`src/rtl/shared_mem_arbiter.sv`:
```
// Round-robin arbiter that funnels per-core load/store requests onto the single
// shared data-memory port, one transaction in flight (IDLE -> ISSUE -> RESP).
module shared_mem_arbiter #(
   parameter int NCORES = 2,
   parameter int TAM    = 16
) (
   input  logic                  clk,
   input  logic                  rst,
   input  logic [NCORES-1:0]     req_valid,
   input  logic [NCORES-1:0]     req_we,
   input  logic [NCORES*TAM-1:0] req_addr,
   input  logic [NCORES*TAM-1:0] req_wdata,
   output logic [NCORES-1:0]     req_ready,
   output logic [NCORES-1:0]     resp_valid,
   output logic [NCORES*TAM-1:0] resp_data,
   output logic                  mem_en,
   output logic                  mem_we,
   output logic [TAM-1:0]        mem_addr,
   output logic [TAM-1:0]        mem_wdata,
   input  logic [TAM-1:0]        mem_rdata
);

   localparam int PW = $clog2(NCORES);

   typedef enum logic [1:0] {IDLE, ISSUE, RESP} state_t;

   state_t          state, state_nx;
   logic [PW-1:0]   rr_ptr, rr_nx, winner, win;
   logic            found, accept;
   logic [PW:0]     sum, inc;
   logic            sel_we, cap_we;
   logic [TAM-1:0]  sel_addr, sel_wdata, cap_addr, cap_wdata;

   // Rotating priority search starting at rr_ptr, plus the winner's payload.
   always_comb begin
      found     = 1'b0;
      winner    = '0;
      sum       = '0;
      sel_we    = 1'b0;
      sel_addr  = '0;
      sel_wdata = '0;
      for (int k = 0; k < NCORES; k++) begin
         sum = {1'b0, rr_ptr} + (PW+1)'(k);
         if (sum >= (PW+1)'(NCORES))
            sum = sum - (PW+1)'(NCORES);
         if (!found && req_valid[sum[PW-1:0]]) begin
            found  = 1'b1;
            winner = sum[PW-1:0];
         end
      end
      for (int i = 0; i < NCORES; i++) begin
         if (winner == PW'(i)) begin
            sel_we    = req_we[i];
            sel_addr  = req_addr[i*TAM +: TAM];
            sel_wdata = req_wdata[i*TAM +: TAM];
         end
      end
      inc = {1'b0, winner} + (PW+1)'(1);
      if (inc >= (PW+1)'(NCORES))
         inc = '0;
      rr_nx = inc[PW-1:0];
   end

   always_comb begin
      state_nx   = state;
      accept     = 1'b0;
      req_ready  = '0;
      resp_valid = '0;
      resp_data  = '0;
      mem_en     = 1'b0;
      mem_we     = 1'b0;
      mem_addr   = '0;
      mem_wdata  = '0;
      case (state)
         IDLE: begin
            if (found) begin
               req_ready[winner] = 1'b1;
               accept            = 1'b1;
               state_nx          = ISSUE;
            end
         end
         ISSUE: begin
            mem_en    = 1'b1;
            mem_we    = cap_we;
            mem_addr  = cap_addr;
            mem_wdata = cap_wdata;
            state_nx  = RESP;
         end
         RESP: begin
            // Writes complete with an all-zero lane; reads forward the memory data.
            for (int i = 0; i < NCORES; i++) begin
               if (win == PW'(i)) begin
                  resp_valid[i]           = 1'b1;
                  resp_data[i*TAM +: TAM] = cap_we ? '0 : mem_rdata;
               end
            end
            state_nx = IDLE;
         end
         default: state_nx = IDLE;
      endcase
   end

   always_ff @(posedge clk) begin
      if (rst) begin
         state     <= IDLE;
         rr_ptr    <= '0;
         win       <= '0;
         cap_we    <= 1'b0;
         cap_addr  <= '0;
         cap_wdata <= '0;
      end else begin
         state <= state_nx;
         if (accept) begin
            rr_ptr    <= rr_nx;
            win       <= winner;
            cap_we    <= sel_we;
            cap_addr  <= sel_addr;
            cap_wdata <= sel_wdata;
         end
      end
   end

endmodule

```
`config.mk`:
```
export PLATFORM = sky130hd
export DESIGN_NAME = shared_mem_arbiter
export DESIGN_NICKNAME = d
export VERILOG_FILES = /design/src/rtl/shared_mem_arbiter.sv
export SDC_FILE = /design/constraint.sdc
export NUM_CORES = 1
export LEC_CHECK = 0
export ABC_AREA = 1
export CAP_MARGIN = 0
export CORE_MARGIN = 2
export CORE_UTILIZATION = 30
export DETAILED_ROUTE_END_ITERATION = 8
export GPL_TIMING_DRIVEN = 0
export PLACE_DENSITY = 0.69
export SYNTH_ARGS = -nofsm -noshare
export SYNTH_HDL_FRONTEND = slang
export SYNTH_SLANG_ARGS = --single-unit
```
`constraint.sdc`:
```
create_clock -name clk -period 2.7 [get_ports clk]
set_input_delay 0.81 -clock clk [delete_from_list [all_inputs] [get_ports clk]]
set_output_delay 0.81 -clock clk [all_outputs]
set_load 0.02 [all_outputs]
```
* Word-level counts from Yosys, hierarchy flattened
Cells that the tools add are included.
** Word-level totals
- Register bits :: 37
- Bits of input ports :: 86
- Logic and storage cells :: 57
** Operators by class
- Add/sub/neg operators :: 4
- Order comparisons :: 7
- Eq/ne operators :: 3
- Multiplexer cells :: 33
- Reduce and logical (&&, ||, !) cells :: 4
** Operators by type and width (count)
- $mux W16 :: 7
- $mux W32 :: 1
- $mux W1 :: 19
- $mux W2 :: 4
- $lt A1 B2 Y1 const B :: 3
- $add A1 B1 Y2 const B :: 2
- $ge A2 B2 Y1 const B :: 2
- $pmux W2 S2 :: 1
- $eq A2 B1 Y1 const B :: 1
- $eq A2 B2 Y1 const B :: 1
- $ge A1 B2 Y1 const B :: 1
- $logic_and A1 B1 Y1 :: 2
- $logic_not A2 Y1 :: 1
- $ne A2 B2 Y1 const B :: 1
- $sub A1 B1 Y1 const B :: 2
- $demux W1 S1 :: 1
- $ge A1 B1 Y1 const B :: 1
- $logic_not A1 Y1 :: 1

* Depth between registers and ports, before layout
Gate-level depths: netlist (run 1).
- Word-level depth :: 14
- Gate-level depth with buffers :: 7
- Mapped depth without buffers :: 6

* Worst setup path before layout (run 1)
OpenSTA, ideal clock, no wires.
- Path kind :: input-to-output
- Start :: input req_valid[1]
- End :: output req_ready[0]
- Data arrival time :: 1.546 ns
- Path slack :: 0.344 ns
- Stages :: 5
- Cell sequence :: buf_4 > a21oi_4 > buf_6 > nand2_1 > inv_1
** Between the ends
- Cells in the longest elaborated chain, start to end :: 12
** RTL lines
- start, declared :: line 9 : input logic [NCORES-1:0] req_valid,
- $mux W1 (implied by the code) (2 in series) :: line 46 : if (!found && req_valid[sum[PW-1:0]]) begin
- $mux W1 :: line 46
- $logic_not A1 Y1 :: line 46
- $logic_and A1 B1 Y1 :: line 46
- $mux W1 :: line 46
- $lt A1 B2 Y1 (implied by the code) / $ge A1 B1 Y1 (equally long branches) :: line 77 : req_ready[winner] = 1'b1;
- $logic_and A1 B1 Y1 (implied by the code) :: line 77
- $mux W1 (implied by the code) :: line 77
- $demux W1 S1 :: line 77
- $mux W2 (*) :: line 76 : if (found) begin
- $mux W2 (*) :: line 74 : case (state)
- end, declared :: line 13 : output logic [NCORES-1:0] req_ready,
Mark *: on every way between the ends. The rest lies on a longest branch, timed or not. The select of a mux whose other input is x is not followed.

* Worst setup path after layout (run 1)
- Start :: input mem_rdata[13]
- End :: output resp_data[13]
** Between the ends
- Cells in the longest elaborated chain, start to end :: 3
** RTL lines
- start, declared :: line 20 : input logic [TAM-1:0] mem_rdata
- $mux W16 :: line 94 : resp_data[i*TAM +: TAM] = cap_we ? '0 : mem_rdata;
- $mux W16 :: line 92 : if (win == PW'(i)) begin
- $mux W32 :: line 74
- end, declared :: line 15 : output logic [NCORES*TAM-1:0] resp_data,
No other way between the ends.

==> results of run 1 <==
stage by stage:
stage	area [um^2]	power (mW)	utilization
after detailed placement	4070	1.22	0.527
after CTS	4100	1.60	0.531
after global routing	4070	1.68	0.527
after global placement	4070	1.21	0.527
final	4070	1.58	0.527
after floorplan	2400	0.948	-
what timing repair did:
action | CTS | global route
pin swaps | 1 | 0
setup endpoints to repair | 64 | 25
buffers inserted | 2 | 0
gates resized for setup | 75 | 40
power breakdown:
group / total (mW) / switching, mW / internal [mW] / leakage (nW)
Clock: 0.393 / 0.190 / 0.203 / 0.0443
Sequential: 0.623 / 0.0279 / 0.595 / 0.305
Combinational: 0.568 / 0.307 / 0.261 / 1.85
Total: 1.58 / 0.525 / 1.06 / 2.20
cell usage in the layout, fill, tap and decap left out:
master,n
nand3_1,67
dfxtp_1,37
nand2_1,85
buf_6,5
inv_1,73
o21ai_4,1
nand2_4,1
nor2_1,69
a21oi_1,2
buf_2,9
dlygate4sd2_1,43
buf_4,8
clkbuf_2,16
a21oi_4,1
nor2_2,2
nand4_1,33
nor2_4,1
clkdlybuf4s15_2,1
inv_2,5
clkdlybuf4s15_1,8
clkbuf_1,2
buf_1,4
dlymetal6s2s_1,3
clkdlybuf4s50_1,86
clkbuf_8,6
area by class of cell:
type	count	area, um^2
Buffer	28	180
Clock buffer	7	86.3
Fill cell	793	3660
Inverter	78	293
Multi-Input combinational cell	262	1200
Sequential cell	37	741
Tap cell	102	128
Timing Repair Buffer	156	1450
flip-flops by register name, summed over array words and instances, names as in the netlist:
register   cells
cap_wdata     16
win            1
cap_we         1
cap_addr      16
rr_ptr         1
state          2
worst min-delay path: stages, from the launching register on:
cell and delay [ps]:
dfxtp_1 330, nand2_1 70, a21oi_1 50
how the worst min path moves through the flow:
stage	from	end	slack (ps)
detailed placement	win	win	480
CTS	win	win	490
finish	win	win	500
global placement	win	win	480
global route	win	win	510
floorplan	win	win	460
per-layer routing:
metal | up-vias | wire length [um] | track usage
met2 | 135 | 4230 | 0.362
met4 | 0 | 138 | 0.0502
met3 | 14 | 762 | 0.0516
met1 | 1390 | 3720 | 0.238
li1 | 1580 | - | -
met5 | - | 0 | 0
cells by family (layout without fill, tap and decap cells):
family,count (synthesis),in the layout,synth area share
AO/OA/AOI/OAI,4,4,0.0177
buffers and inverters,107,269,0.196
AND/OR/NAND/NOR,258,258,0.478
flip-flops,37,37,0.309
==> flow_summary.toml, run 1 <==
[status]
status = "complete, no violations"

[routing]
drc = 0
drtIter0Drc = 94
ant_nets = 0
via_count = 3119
totalWireLength_mm = 8.86
firstDrtPassIters = 4
wl_per_cell_um = 13.2
avgViaCountPerCell = 4.66

[global_route]
antenna_found_initial = 0
grt_pass1_wl_mm = 14.3
grt_pass1_vias = 3069
grt_max_degree = 16
gr-total-overflow = 0
track_usage = 0.202

[yosys]
avgSynthCellArea_um2 = 5.91
synth_area_leader_cell = "dfxtp_1"
synth_area_um2 = 2400
ys_top_cells_by_area = "dfxtp_1 31%, nand3_1 14%, nand2_1 13%"
syn-instance-count = 406
syn-num-nets = 492
synth_most_common_cell = "nand2_1"
ys_seq_area_frac = 0.309
synth_top_area_share = 0.309
synthArstFlopShare = 0
synth.distinct_cells = 18
yosys_warnings = 0
ys_ff_latch = 37
synth_edf_count = 0
yosys-top-cells-count = "86 x nand2_1, 73 x inv_1, 69 x nor2_1"
ys.flop_type = "dfxtp_1"

[power]
ir_drop_v = 0.000260
p_per_area_nw_per_um2 = 389
leakagePower_nw = 2.20

[cts]
clk_pin_slew_ps = 70
cts-htree-levels = 2
clockRootBuffer = "clkbuf_8"
numCtsBuffers = 5
cts.sinks = 37
cts_tree = "yes"
worstSkewPairLatency_ps = 280
holdBufCountCts = 0
cts_buffer_depth = 2

[timing]
tightest_slew_ps = 506
whs_ps = 499
grt_setup_unrepaired = "false"
hold_viol_final = 0
relSlewSlack = 0.663
setup_tns_ps = 0
max_freq_mhz = 378
fin_crit_ps = 2650
slew_violations = 0
skew_ps = 1.38
fin_ws_ps = 52.6
period_share = 0.981
final-setup-viol-count = 0

[worst_setup_path]
cp-startpoint = "mem_rdata[13]"
crit_family = "buffers and inverters"
worstPathRequired_ps = 1890
endpoint_kind = "primary output"
cp_slowest_stage_delay_ps = 470
path_class = "in -> out"
rr_startpoint = "rr_ptr"
crit_chain = "clkdlybuf4s50_1, nand2_1, nor2_1, dlygate4sd2_1"
endpoint = "resp_data[13]"
slowest_stage = "clkdlybuf4s50_1"
r2r_end = "cap_addr[4]"
startpoint_type = "input port"
crit_fanout = 2
ff2ff_setup_slack_ps = 1260
worstPathArrival_ps = 1840
critPathBufInv = 2
r2r_cells = 8
path_depth = 4

[job]
maxCapViolCount = 0

[placed_design]
dp.cells = 662
pre_cts_ws_ps = -735
port_buffers = 154
dpl.hpwl_mm = 6.75
gp_congestion = 0.827

[floorplan]
fp.dieW_um = 93.4
ios = 156
core_area_um2 = 7730
rows = 32
die_y_um = 93.4
die_area_um2 = 8730
start_util = 0.311

[hold_path]
hp-class = "reg -> reg"
hold_path_depth = 2

[finish]
instances_no_fill = 670
layout-drive-gt1-share = 0.0986
area_growth_pct = 69.7
n_antenna_cell = 0
layout.nets = 654
Power figures use the tool's default switching activity.
==> run 2, diff against run 1 <==
- PLACE_DENSITY: 0.69 -> 0.71
- clock period: 2.7 -> 2.35 ns (I/O delays scaled with it)
==> flow_summary.toml, run 2 (synthesis results as in run 1) <==
[cts]
cts.sinks = 37
numCtsBuffers = 5
clockRootBuffer = "clkbuf_8"
holdBufCountCts = 0
cts_buffer_depth = 2
cts_tree = "yes"
clk_pin_slew_ps = 70
cts-htree-levels = 2
worstSkewPairLatency_ps = 290

[routing]
drc = 0
totalWireLength_mm = 8.77
ant_nets = 0
drtIter0Drc = 102
via_count = 3134
wl_per_cell_um = 13.0
firstDrtPassIters = 5
avgViaCountPerCell = 4.66

[hold_path]
hp-class = "reg -> reg"
hold_start = "win"
holdPathEnd = "win"
hold_path_depth = 2

[timing]
fin_ws_ps = 33.5
max_freq_mhz = 432
fin_crit_ps = 2320
tightest_slew_ps = 497
relSlewSlack = 0.668
slew_violations = 0
skew_ps = 6.71
final-setup-viol-count = 0
period_share = 0.986
whs_ps = 513
hold_viol_final = 0

[floorplan]
core_area_um2 = 7730
start_util = 0.311
fp.dieW_um = 93.4
die_area_um2 = 8730
ios = 156
rows = 32
die_y_um = 93.4

[finish]
layout.nets = 656
fillers = 807
final_cell_mix = "85 x nand2_1, 84 x clkdlybuf4s50_1, 73 x inv_1, 68 x nor2_1, 67 x nand3_1"
final_common_cell = "nand2_1"
n_antenna_cell = 0
final_cell_area_um2 = 3940
post-route-util = 0.509
area_growth_pct = 64.0
top_regs = "cap_addr: 16 flops, cap_wdata: 16 flops, state: 2 flops"
layout-drive-gt1-share = 0.200

[worst_setup_path]
endpoint_kind = "primary output"
r2r_end = "cap_wdata[14]"
path_class = "in -> out"
rr_startpoint = "rr_ptr"
worstPathRequired_ps = 1640
worstPathArrival_ps = 1610
startpoint_type = "input port"
r2r_cells = 8
ff2ff_setup_slack_ps = 930
crit_fanout = 2

[power]
p_per_area_nw_per_um2 = 472
leakagePower_nw = 2.10
power_mw = 1.86
ir_drop_v = 0.000257

[placed_design]
pre_cts_ws_ps = -874
gp_congestion = 0.810
placed_area_um2 = 4070
dpl.hpwl_mm = 6.63
port_buffers = 154

[global_route]
gr-usage-met2 = 0.348
antenna_found_initial = 0
met1_usage = 0.238
grt_max_degree = 16
grt-busiest-layer = "met2"
grt_pass1_wl_mm = 14.0
gr-total-overflow = 0
track_usage = 0.196
grt_pass1_vias = 3018
grt_use_met3 = 0.0500

[job]
maxCapViolCount = 0

[status]
status = "complete, no violations"
[run 2: power by group]
group	switching (mW)	internal [mW]	total (mW)
combinational	0.352	0.296	0.648
clock	0.227	0.265	0.493
sequential	0.0329	0.685	0.717
[run 2: what timing repair did]
action | in CTS | in global routing
pin swaps | 1 | 1
endpoints found under the setup margin | 69 | 58
hold endpoints to repair | 0 | 0
gates resized for setup | 169 | 83
buffers inserted | 3 | 1
[run 2: metal layers]
layer	share of wire	vias up
li1	-	1581
met1	0.40	1403
met2	0.49	143
met3	0.11	7
met4	0.0058	0
met5	0	-
[run 2: worst max-delay path by stage]
stage / slack [ps] / startpoint / to
after floorplan: 200 / req_valid[1] / req_ready[0]
after global placement: -860 / req_valid[0] / req_ready[1]
after detailed placement: -870 / req_valid[0] / req_ready[0]
after CTS: 0.5 / state[0] / mem_wdata[4]
after global routing: -10 / state[1] / resp_data[18]
final: 30 / mem_rdata[0] / resp_data[0]
[run 2: metrics by stage]
step,setup TNS (ps),cells
2_1_floorplan,0,406
6_report,0,673
3_5_place_dp,-16590,662
5_1_grt,-10.3,673
4_1_cts,0,672
3_3_place_gp,-16050,662
[run 2: critical path: stages]
cell	delay, ps
clkdlybuf4s50_1	450
nand2_1	80
nor2_1	110
clkdlybuf4s15_2	260
[run 2: final cells by class]
cell class	count	area, um^2	share of cell area
clock buffers	7	96.3	0.0245
plain buffers	28	188	0.0477
clock inverters	1	5.00	0.00127
well taps	102	128	0.0324
repair buffers	158	1280	0.325
inverters	78	293	0.0744
multi-input cells	262	1200	0.306
flip-flops and latches	37	743	0.189
==> run 3, diff against run 2 <==
- GPL_ROUTABILITY_DRIVEN: not set -> 0
==> results of run 3 <==
Same layout as run 2: the final DEF is identical, and so are final timing and power.
==> patch (config.mk and constraints of run 3) <==
The parameter `NCORES` goes from 2 to 4.
--- a/src/rtl/shared_mem_arbiter.sv
+++ b/src/rtl/shared_mem_arbiter.sv
@@ -1,7 +1,7 @@
 // Round-robin arbiter that funnels per-core load/store requests onto the single
 // shared data-memory port, one transaction in flight (IDLE -> ISSUE -> RESP).
 module shared_mem_arbiter #(
-   parameter int NCORES = 2,
+   parameter int NCORES = 4,
    parameter int TAM    = 16
 ) (
    input  logic                  clk,
Interface: changed (7 resized); port bits go from 156 to 260. The function was not compared with the original's and may differ.
==> patch against run 3 <==
The run now ends with setup timing left. Non-clock buffer count grew 144. Die area grew 40%. Wire length grew 95%. Worst setup slack lost 0.57 ns. Synthesized area grew 42%. Design area grew 77%. Sequential share of layout area shrank 7.6 points. Sequential cell count grew 2. Worst hold slack lost 0.061 ns. Critical endpoint is now req_ready[3]. Largest cell class unchanged. Highest routed layer unchanged.
Power is left out: it rests on default switching activity, and per cell area and clock period it moved more than threefold.
==> patch: results (changes against run 3) <==
fillers 1051 (was 807); crit-path max FO 3 (was 2); grt total ovfl 0 (unchanged); Detail Placement HPWL 12400 um (was 6630 um); buffer share of cell area 0.414 (was 0.373); clk slew on worst S/H paths approximately 0.06 ns; R2R Path Start rr_ptr[0]$_SDFFE_PP0P_ (was rr_ptr$_SDFFE_PP0P_); Setup Buffers After CTS 22 (was 3); Root Buffer clkbuf_16 (was clkbuf_8); most common cell in the synthesized netlist nand2_1 (unchanged); Synth Area in XOR/XNOR 0 (unchanged); Synth area leaders nand2_1 23%, dfxtp_1 23%, nor2_1 12% (was dfxtp_1 31%, nand3_1 14%, nand2_1 13%); highest cell delay on the worst timing path 0.21 ns (was 0.45 ns); Worst EP arrival 2.18 ns (was 1.61 ns); slew margin rel. 0.633 (was 0.668); total iterations of the first detailed-routing run 4 (was 5); cell depth of the worst flop-to-flop path 22 (was 8); clk_skew 0.00518 ns (was 0.00671 ns); worst setup margin -0.538 ns (was 0.0335 ns); pin count of the biggest net entering global routing 13 (was 16); DR iter-0 viols 227 (was 102); FFs & Latches 39 (was 37); Top Registers cap_addr (16), cap_wdata (16) (was cap_addr (16), cap_wdata (16), state (2)); RR Endpoint cap_wdata[14]$_SDFFE_PP0P_ (unchanged); Final clock-cell share 0.0230 (was 0.0257); Multi-In Gates 488 (was 262); top post-synthesis cells by count 212 x nand2_1, 111 x nor2_1, 53 x o21ai_0 (was 86 x nand2_1, 73 x inv_1, 69 x nor2_1); clock buffers 7 (unchanged); Synth Area in Adders 0.0147 (was 0); worst-path cell with the longest stage delay o21ai_2 (was clkdlybuf4s50_1); Non-CTS buffers 330 (was 186); Hold EP cap_wdata[11]$_SDFFE_PP0P_ (was win$_SDFFE_PP0P_); share of cells above drive strength 1 0.374 (was 0.200); CTS Buf Count 5 (unchanged); Critical Path End req_ready[3] (was resp_data[0]); synth unique cells 25 (was 18); fraction of area in multi-input gates 0.388 (was 0.306); Nets 1081 (was 656); ys async rst share 0 (unchanged); CP startpoint req_valid[1] (was mem_rdata[0]); final wirelength 17100 um (was 8770 um); via count 5167 (was 3134); initial antenna violation count 0 (unchanged); inverter count 59 (was 78); post_cts resized 568 (was 169); sequential share of cell area 0.113 (was 0.189); ys flop type dfxtp_1 (unchanged); Synth warnings 0 (unchanged); Final Setup Violations 37 (was 0); GRT Total Usage 0.267 (was 0.196); complex-gate fraction of the synthesized area 0.239 (was 0.0177); Post-Synthesis Net Count 784 (was 492); failing checks setup timing; first-pass GRT wire length 26400 um (was 14000 um); sequential share of the synthesized area 0.229 (was 0.309); worst hold-check path type register to register (unchanged); PortBufs 259 (was 154); setup slack, reg-to-reg -0.29 ns (was 0.93 ns); status finished with violations (was finished clean); hold path startpoint cap_wdata[11]$_SDFFE_PP0P_ (was win$_SDFFE_PP0P_)
-- patch: layer usage --
metal	vias up	GRT usage	part of all wire
met2	231	0.495	0.51
met1	2355	0.285	0.39
met4	0	0.106	0.033
met3	36	0.0703	0.068
li1	2545	-	-
met5	-	0	0
-- patch: stage by stage --
| stage | TNS, ns | area, um^2 | std cells | setup slack (ns) | hold WS [ns] |
|---|---|---|---|---|---|
| final | -10.00 | 6960 | 1064 | -0.538 | 0.452 |
| after global routing | -15.27 | 6960 | 1064 | -0.600 | 0.475 |
| after CTS | -10.52 | 6900 | 1058 | -0.507 | 0.451 |
| after detailed placement | -77.09 | 6350 | 1025 | -1.57 | 0.442 |
| after global placement | -74.58 | 6350 | 1025 | -1.52 | 0.438 |
| after floorplan | -7.37 | 3580 | 626 | -0.352 | 0.427 |
-- patch: kinds of logic (layout without fill, tap and decap cells) --
kind of cell    count (synthesis)  after routing
flops                          39             39
fa+ha+maj                       4              4
simple gates                  342            342
compound gates                142            142
buf+inv                        99            397
